## src/rtl/rv32v_types_pkg.sv

```systemverilog
// Shared RV32V vector types: element offset, element width and the
// micro-op entry held by vuop_buffer (optional bypass: VUOP_BUFFER_BYPASS_EN).
package rv32v_types_pkg;

  typedef logic [4:0] offset_t;

  typedef enum logic [1:0] {
    SEW8  = 2'd0,
    SEW16 = 2'd1,
    SEW32 = 2'd2
  } sew_t;

  typedef struct packed {
    offset_t    offset;
    logic [4:0] uop_vl;
    logic       done;
    sew_t       sew;
  } vuop_t;

endpackage

```

## src/rtl/vuop_buffer.sv

```systemverilog
// Circular micro-op FIFO between the element counter and execute.
// Define VUOP_BUFFER_BYPASS_EN to forward into an empty buffer same-cycle.
module vuop_buffer
  import rv32v_types_pkg::*;
#(
  parameter int DEPTH = 4
) (
  input  logic                     CLK,
  input  logic                     nRST,
  input  logic                     in_valid,
  input  offset_t                  in_offset,
  input  logic [4:0]               in_uop_vl,
  input  logic                     in_done,
  input  sew_t                     in_sew,
  input  logic                     flush,
  input  logic                     out_ready,
  output logic                     out_valid,
  output offset_t                  out_offset,
  output logic [4:0]               out_uop_vl,
  output logic                     out_done,
  output sew_t                     out_sew,
  output logic                     stall,
  output logic [$clog2(DEPTH):0]   count
);

  localparam int AW = $clog2(DEPTH);
  localparam int CW = AW + 1;
  localparam logic [CW-1:0] FULL_CNT = CW'(DEPTH);

  vuop_t          mem_q [DEPTH];
  logic [AW-1:0]  rd_ptr_q, rd_ptr_d;
  logic [AW-1:0]  wr_ptr_q, wr_ptr_d;
  logic [CW-1:0]  count_q, count_d;

  vuop_t in_uop;
  vuop_t head;
  logic  empty;
  logic  full;
  logic  byp;
  logic  push;
  logic  pop;

  assign in_uop.offset = in_offset;
  assign in_uop.uop_vl = in_uop_vl;
  assign in_uop.done   = in_done;
  assign in_uop.sew    = in_sew;

  assign empty = (count_q == '0);
  assign full  = (count_q == FULL_CNT);

  always_comb begin
    byp = 1'b0;
`ifdef VUOP_BUFFER_BYPASS_EN
    byp = empty && in_valid && !flush;
`endif
    out_valid = !empty || byp;
    head      = byp ? in_uop : mem_q[rd_ptr_q];
    stall     = full && !(out_valid && out_ready);
    // A bypassed uop that is accepted never touches storage.
    pop  = out_valid && out_ready && !flush && !byp;
    push = in_valid && !stall && !flush && !(byp && out_ready);
  end

  assign out_offset = head.offset;
  assign out_uop_vl = head.uop_vl;
  assign out_done   = head.done;
  assign out_sew    = head.sew;
  assign count      = count_q;

  always_comb begin
    rd_ptr_d = rd_ptr_q;
    wr_ptr_d = wr_ptr_q;
    count_d  = count_q;
    if (flush) begin
      rd_ptr_d = '0;
      wr_ptr_d = '0;
      count_d  = '0;
    end else begin
      if (push) wr_ptr_d = wr_ptr_q + 1'b1;
      if (pop)  rd_ptr_d = rd_ptr_q + 1'b1;
      case ({push, pop})
        2'b10:   count_d = count_q + 1'b1;
        2'b01:   count_d = count_q - 1'b1;
        default: count_d = count_q;
      endcase
    end
  end

  always_ff @(posedge CLK or negedge nRST) begin
    if (!nRST) begin
      rd_ptr_q <= '0;
      wr_ptr_q <= '0;
      count_q  <= '0;
    end else begin
      rd_ptr_q <= rd_ptr_d;
      wr_ptr_q <= wr_ptr_d;
      count_q  <= count_d;
    end
  end

  // Storage is not reset; validity comes only from count.
  always_ff @(posedge CLK) begin
    if (push) mem_q[wr_ptr_q] <= in_uop;
  end

endmodule

```

## config.mk

```make
export PLATFORM = sky130hd
export DESIGN_NAME = vuop_buffer
export DESIGN_NICKNAME = d
export VERILOG_FILES = /design/src/rtl/rv32v_types_pkg.sv /design/src/rtl/vuop_buffer.sv
export SDC_FILE = /design/constraint.sdc
export NUM_CORES = 1
export LEC_CHECK = 0
export CORE_MARGIN = 5
export CORE_UTILIZATION = 45
export CTS_BUF_LIST = sky130_fd_sc_hd__clkbuf_2
export DETAILED_ROUTE_END_ITERATION = 16
export GPL_ROUTABILITY_DRIVEN = 0
export GPL_TIMING_DRIVEN = 0
export PLACE_DENSITY = 0.67
export SETUP_SLACK_MARGIN = 0.3
export SLEW_MARGIN = 20
export SYNTH_ARGS = -nofsm -noshare
export SYNTH_HDL_FRONTEND = slang
export SYNTH_SLANG_ARGS = --single-unit
```

## constraint.sdc

```tcl
create_clock -name CLK -period 6.4 [get_ports CLK]
set_clock_uncertainty 0.05 [all_clocks]
set_input_delay 1.92 -clock CLK [delete_from_list [all_inputs] [get_ports CLK]]
set_output_delay 1.92 -clock CLK [all_outputs]
set_load 0.01 [all_outputs]
```

==> results.ini, run 1 <==
[outcome]
status = finished clean

[floorplanning]
start_util_pct = 46.9
die_h_um = 83.4
die_width_um = 83.4
io_pins = 36
core.rowCount = 26
dieArea_mm2 = 0.00696
coreArea_mm2 = 0.00517

[detailed_routing]
wl_mm = 4.47
vias = 1343
wire_per_inst_um = 17.9
drc = 0
avgViaCountPerCell = 5.37
drtPass1Iterations = 4
ant_nets = 0
first_iter_violations = 81

[worst_setup_path]
critical_path_class = input port to output port
arrival_ns = 3.45
r2r-end = count[2]
slowest_stage = clkdlybuf4s50_1
r2r-start = count[0]
worstSetupStartpointType = input port
crit_path_end_kind = output port
max_stage_delay_ns = 0.63
r2r_slack_ns = 3.78
critPathMaxFanout = 6
ff2ff_path_depth = 7
path_cells = clkdlybuf4s50_1, nor4b_2, clkdlybuf4s50_1
required_ns = 4.43
crit_path_frequent_cell = clkdlybuf4s50_1

[synth]
yosys_warnings = 0
syn_avg_cell_area_um2 = 18.7
synth_top_area_share_pct = 64.3
synth_nets = 153
syn-instance-count = 130
ys_seq_area_share_pct = 71.5
ys_ff_latch = 59
synth_area_mm2 = 0.00243
ys_types = 35
synth_area_leaders = edfxtp_1, mux4_2, dfrtp_1
synth_top_area_cell = edfxtp_1

[global_routing]
grt_overflow = 0
antenna_found_initial = 0
track_usage_pct = 13.8
grt_max_degree = 14
grt_pass1_vias = 1396
grt_pass1_wl_mm = 7.19

[timing]
max_freq_mhz = 184
period_minus_slack_ns = 5.42
hold_viol = 0
rsz0062_at_grt = no
timing.final.crit_share_pct = 84.7
slew_viol_final = 0
setup_viol = 0
maxSlewHeadroom_pct = 49.8
fin_setup_tns_ns = 0
worst_slew_pin_slew_ns = 0.753
setup_ws_ns = 0.977
hold_ws_ns = 0.560

[worst_hold_path]
holdPathStages = 2
min-delay-path-class = flip-flop to flip-flop
hold_start = wr_ptr_q[1]
min_to = wr_ptr_q[1]

[pwr]
p_leak_nw = 1.01
p_per_area_mw_per_mm2 = 265
ir_worst_vdd_uv = 128

[clock_network]
holdBufCountCts = 0
clk_path_buf_depth = 2
ctsResizeCount = 0
cts_tree = done
clkSinkCount = 59
cts-root-buf = clkbuf_2
cts_setup_buffers = 0
cts_buffers = 9
clk_pin_slew_worst_paths_ns = 0.16
htree_levels = 3
clock_latency_ns = 0.45

[placed_design]
io_buffers = 34
dp_cells = 234
place_hpwl_mm = 2.92
pre_cts_ws_ns = 0.976

[cells_and_area]
mostFrequentLayoutCells = edfxtp_1, clkdlybuf4s50_1, mux4_2
final_cells = 250
nets = 198
fin_util_pct = 57.3
drive_gt1_share_pct = 19.4
antennaDiodeCount = 0
area_growth_pct = 22.0
final_common_cell = edfxtp_1

[job]
cap_violations = 0

==> metal layers <==
| metal | GRT usage [%] | wire (um) | vias up |
|---|---|---|---|
| li1 | - | - | 613 |
| met1 | 16.5 | 1950 | 686 |
| met2 | 22.4 | 2260 | 38 |
| met3 | 6.24 | 220 | 6 |
| met4 | 4.39 | 35 | 0 |
| met5 | 0 | 0 | - |
==> state kept, by name, indices dropped and copies added (netlist names) <==
register	count
rd_ptr_q	2
mem_q	52
count	3
wr_ptr_q	2
==> final cells by class <==
| class | instances | area (um^2) |
|---|---|---|
| Buffer | 9 | 42.5 |
| Clock buffer | 10 | 50.0 |
| Clock inverter | 6 | 56.3 |
| Fill cell | 396 | 2210 |
| Inverter | 4 | 15.0 |
| Multi-Input combinational cell | 58 | 633 |
| Sequential cell | 59 | 1740 |
| Tap cell | 70 | 87.6 |
| Timing Repair Buffer | 34 | 340 |
==> worst max-delay path by stage <==
stage                         start     to  slack [ns]
final                     out_ready  stall        0.98
after global routing      out_ready  stall        0.89
after CTS                 out_ready  stall        0.97
after detailed placement  out_ready  stall        0.98
after global placement    out_ready  stall        1.01
after floorplan           out_ready  stall        2.02
==> power by group <==
| part | switching [mW] | total, mW | internal, mW |
|---|---|---|---|
| Clock | 0.132 | 0.221 | 0.0887 |
| Combinational | 0.0571 | 0.127 | 0.0695 |
| Sequential | 0.00586 | 0.438 | 0.432 |
| Total | 0.195 | 0.785 | 0.590 |
==> metrics by stage <==
stage / instance area [um^2] / power (mW)
6_report: 2960 / 0.785
5_1_grt: 2960 / 0.823
4_1_cts: 2960 / 0.793
3_5_place_dp: 2860 / 0.574
3_3_place_gp: 2860 / 0.568
2_1_floorplan: 2430 / 0.514
==> critical path: cells and delay by family <==
family / cells / cell delay, ns
AND/OR/NAND/NOR: 1 / 0.47
buffers and inverters: 2 / 1.06
==> cells in the mapped netlist <==
master and instances:
xnor2_1 1, a211o_1 1, and3b_1 1, o21bai_1 1
o21ai_0 2, edfxtp_1 52, nor2b_1 1, mux2_2 1
nor3_1 2, a21oi_1 2, buf_4 1, clkbuf_1 3
buf_1 1, a221oi_1 1, o2bb2ai_1 1, dfrtp_1 7
a211oi_1 1, a31oi_1 1, a22oi_1 1, nand2_1 2
nand3b_1 1, o31ai_1 1, and2_1 4, nor4b_2 1
fa_1 1, or3_1 3, o211ai_1 2, inv_1 4
buf_2 4, xor2_1 2, nor2_1 5, o311ai_0 1
or3b_1 1, ha_1 4, mux4_2 13
==> kinds of logic after synthesis <==
kind of cell	count (synthesis)	share of synthesized area [%]
xor+xnor	3	1.08
simple gates	21	5.21
mux	14	12.5
buf+inv	13	2.37
fa+ha+maj	5	2.89
flops	59	71.5
compound gates	15	4.38
Note: power is estimated with default switching activity, not from simulation.
==> run 2: changes to the inputs <==
Settings changed: PLACE_DENSITY 0.67 to 0.7.
Clock period 6.4 ns to 4.9 ns, I/O delays scaled along.
==> results.ini, run 2 (synthesis results as in run 1) <==
[worst_setup_path]
required_ns = 3.38
crit_path_end_kind = output port
crit_buf_inv = 2
max_stage_delay_ns = 0.61
r2r-start = count[0]
path_cells = clkdlybuf4s50_1, nor4b_4, clkdlybuf4s50_1
critical_path_class = input port to output port
critPathTopFamily = buffers and inverters
r2r-end = count[2]
worstSetupStartpointType = input port
crit_path_frequent_cell = clkdlybuf4s50_1
critPathMaxFanout = 6
r2r_slack_ns = 2.28
ff2ff_path_depth = 7
arrival_ns = 2.94
slowest_stage = clkdlybuf4s50_1

[global_routing]
grt_max_degree = 14
grt_overflow = 0
grt_use_met1_pct = 15.9
grtUsageMet3_pct = 5.64
grt_pass1_vias = 1386
use_met2_pct = 20.7
track_usage_pct = 13.4
grt_busiest_layer = met2
grt_pass1_wl_mm = 6.90
antenna_found_initial = 0

[timing]
worst_slew_pin_slew_ns = 0.716
setup_ws_ns = 0.441
rsz0062_at_grt = no
timing.final.crit_share_pct = 91.0
fin_setup_tns_ns = 0
hold_ws_ns = 0.573
setup_viol = 0
hold_viol = 0
slew_viol_final = 0
max_freq_mhz = 224
maxSlewHeadroom_pct = 52.3
period_minus_slack_ns = 4.46

[pwr]
clockPowerShare_pct = 26.6
ir_worst_vdd_uv = 186
comb_power_share_pct = 16.5
p_leak_nw = 1.01
finalPower_mw = 1.00
power.switching_uw = 237
p_seq_share_pct = 56.8
p_per_area_mw_per_mm2 = 339
p_int_uw = 767
swShare_pct = 23.6

[detailed_routing]
drtPass1Iterations = 4
wire_per_inst_um = 16.9
avgViaCountPerCell = 5.35
ant_nets = 0
vias = 1328
first_iter_violations = 57
wl_mm = 4.20
drc = 0

[clock_network]
htree_levels = 3
holdBufCountCts = 0
cts_tree = done
ctsResizeCount = 0
clock_latency_ns = 0.46
clkSinkCount = 59
cts_setup_buffers = 0
clk_pin_slew_worst_paths_ns = 0.14
clk_path_buf_depth = 2
cts_buffers = 9
cts-root-buf = clkbuf_2

[job]
cap_violations = 0

[cells_and_area]
mostFrequentLayoutCells = edfxtp_1, clkdlybuf4s50_1, mux4_2
nets = 198
antennaDiodeCount = 0
stdcell_area_mm2 = 0.00296
largest-register = mem_q
seqCellArea_mm2 = 0.00174
num-fill-cells = 390
multi_input_area_um2 = 642
largest_register_ffs = 52
drive_gt1_share_pct = 18.5
final_common_cell = edfxtp_1
area_growth_pct = 21.9

[floorplanning]
start_util_pct = 46.9
coreArea_mm2 = 0.00517
die_width_um = 83.4
dieArea_mm2 = 0.00696
core.rowCount = 26
die_h_um = 83.4
io_pins = 36

[placed_design]
place_hpwl_mm = 2.79
pre_cts_ws_ns = 0.369
postPlaceCellArea_mm2 = 0.00286
io_buffers = 34

[outcome]
status = finished clean

[worst_hold_path]
min-delay-path-class = flip-flop to flip-flop
min_to = wr_ptr_q[0]
hold_start = wr_ptr_q[0]
holdPathStages = 2

==> run 2: per-stage QoR <==
stage / utilization (%) / std cells
6_report: 57.2 / 248
5_1_grt: 57.2 / 248
4_1_cts: 57.0 / 248
3_5_place_dp: 55.2 / 234
3_3_place_gp: 55.2 / 234
2_1_floorplan: - / 130
==> run 2: worst max path at each step <==
stage / endpoint / from / cells after the start / slack [ns]
3_3_place_gp: stall / out_ready / 3 / 0.39
4_1_cts: stall / out_ready / 3 / 0.34
5_1_grt: stall / out_ready / 3 / 0.35
3_5_place_dp: stall / out_ready / 3 / 0.37
2_1_floorplan: stall / out_ready / 1 / 1.42
6_report: stall / out_ready / 3 / 0.44
==> run 2: cell type report <==
cell class	count	share of cell area (%)
Clock inverter	4	1.48
Inverter	4	0.508
Sequential cell	59	58.7
Timing Repair Buffer	34	11.5
Multi-Input combinational cell	58	21.7
Clock buffer	10	1.69
Tap cell	70	2.96
Buffer	9	1.44
==> run 2: power by group through the flow <==
stage               Sequential, mW  Combinational (mW)  Clock, mW
floorplan                    0.582              0.0900          0
global placement             0.581               0.162          0
detailed placement           0.582               0.166          0
CTS                          0.571               0.167      0.280
global route                 0.573               0.180      0.307
finish                       0.571               0.166      0.267
==> run 2: tightest hold or removal path, cell delays in order (launching register included) <==
cell	delay, ns
dfrtp_1	0.45
o21ai_0	0.09
a21oi_1	0.06
==> run 2: per-layer routing <==
metal  vias up  wire, um
met1       656      1650
met4         0       102
met3        12       295
met5         -         0
li1        604         -
met2        56      2150
==> run 3: changes to the inputs <==
Settings changed: CAP_MARGIN set to 40, CORE_MARGIN 5 to not set.
==> results.ini, run 3 (synthesis results as in run 1) <==
[floorplanning]
die_h_um = 75.4
start_util_pct = 47.2
core.rowCount = 26
io_pins = 36
dieArea_mm2 = 0.00569
coreArea_mm2 = 0.00514
die_width_um = 75.4

[timing]
maxSlewHeadroom_pct = 52.6
slew_viol_final = 0
period_minus_slack_ns = 4.44
hold_ws_ns = 0.584
fin_setup_tns_ns = 0
setup_ws_ns = 0.461
worst_slew_pin_slew_ns = 0.710
rsz0062_at_grt = no
timing.final.crit_share_pct = 90.6
max_freq_mhz = 225
hold_viol = 0
setup_viol = 0

[cells_and_area]
final_cells = 250
num-fill-cells = 429
antennaDiodeCount = 0
largest-register = mem_q
final_common_cell = edfxtp_1
nets = 198
drive_gt1_share_pct = 20.0
largest_register_ffs = 52
mostFrequentLayoutCells = edfxtp_1, clkdlybuf4s50_1, mux4_2, clkbuf_2, dfrtp_1
fin_util_pct = 57.3
area_growth_pct = 21.3

[clock_network]
holdBufCountCts = 0
cts_buffers = 9
clk_path_buf_depth = 2
cts_tree = done
clk_pin_slew_worst_paths_ns = 0.15
cts_setup_buffers = 0
htree_levels = 3
clkSinkCount = 59
cts-root-buf = clkbuf_2
clock_latency_ns = 0.46

[worst_setup_path]
path_cells = clkdlybuf4s50_1, nor4b_4, clkdlybuf4s50_1
crit_path_end_kind = output port
critical_path_class = input port to output port
max_stage_delay_ns = 0.60
crit_path_frequent_cell = clkdlybuf4s50_1
critPathMaxFanout = 6
slowest_stage = clkdlybuf4s50_1
required_ns = 3.38
arrival_ns = 2.92
critPathTopFamily = buffers and inverters
crit_buf_inv = 2
worstSetupStartpointType = input port

[detailed_routing]
wl_mm = 4.23
drc = 0
drtPass1Iterations = 4
avgViaCountPerCell = 5.37
wire_per_inst_um = 16.9
ant_nets = 0
vias = 1343
first_iter_violations = 72

[placed_design]
place_hpwl_mm = 2.82
io_buffers = 34
dp_cells = 234
pre_cts_ws_ns = 0.396

[global_routing]
antenna_found_initial = 0
grt_overflow = 0
track_usage_pct = 17.6
grt_pass1_wl_mm = 6.74
grt_max_degree = 14
grt_pass1_vias = 1386

[pwr]
ir_worst_vdd_uv = 183
p_leak_nw = 1.01
p_per_area_mw_per_mm2 = 331

[outcome]
status = finished clean

[worst_hold_path]
min-delay-path-class = flip-flop to flip-flop

[job]
cap_violations = 0

==> run 3: power breakdown <==
group	switching (mW)	total, mW	internal (mW)
Clock	0.165	0.238	0.0732
Sequential	0.00706	0.571	0.564
Combinational	0.0740	0.165	0.0913
Total	0.246	0.974	0.728
==> run 3: per-stage QoR <==
stage	area [um^2]	power (mW)
2_1_floorplan	2430	0.672
3_3_place_gp	2860	0.742
3_5_place_dp	2860	0.749
4_1_cts	2940	0.982
5_1_grt	2940	1.02
6_report	2940	0.974
==> run 3: cell type report <==
| cell class | count | area (um^2) | area share (%) |
|---|---|---|---|
| flip-flops and latches | 59 | 1740 | 59.0 |
| clock inverters | 3 | 15.0 | 0.510 |
| multi-input cells | 58 | 642 | 21.8 |
| clock buffers | 13 | 65.1 | 2.21 |
| plain buffers | 9 | 42.5 | 1.44 |
| well taps | 70 | 87.6 | 2.97 |
| repair buffers | 34 | 340 | 11.6 |
| inverters | 4 | 15.0 | 0.510 |
==> run 3: final timing paths <==
path	from	endpoint	slack, ns	cells after the start
setup / recovery	out_ready	stall	0.46	3
max in group asynchronous	nRST	wr_ptr_q[1]	3.35	1
setup reg to reg	count[0]	count[2]	2.30	7
min in group asynchronous	nRST	count[0]	1.20	1
hold / removal	wr_ptr_q[0]	wr_ptr_q[0]	0.58	2
hold reg to reg	wr_ptr_q[0]	wr_ptr_q[0]	0.58	2
==> run 3: worst reg2reg max path, stage by stage, from the launching register on <==
cell      delay, ns
dfrtp_1        0.45
clkbuf_1       0.22
o31ai_1        0.37
nor3_1         0.12
fa_1           0.39
or3b_1         0.42
or3_1          0.34
a31oi_1        0.17
==> run 3: repair_timing <==
item | 4_1_cts | 5_1_grt
gates resized for setup | 0 | 1
setup endpoints to repair | 0 | 1
hold endpoints to repair | 0 | 0
==> run 3: layer usage <==
layer | vias to the layer above | global-route usage [%] | part of all wire (%)
li1 | 610 | - | -
met1 | 677 | 21.0 | 41
met2 | 45 | 28.3 | 51
met3 | 11 | 5.16 | 5.6
met4 | 0 | 10.7 | 2.3
met5 | - | 0 | 0
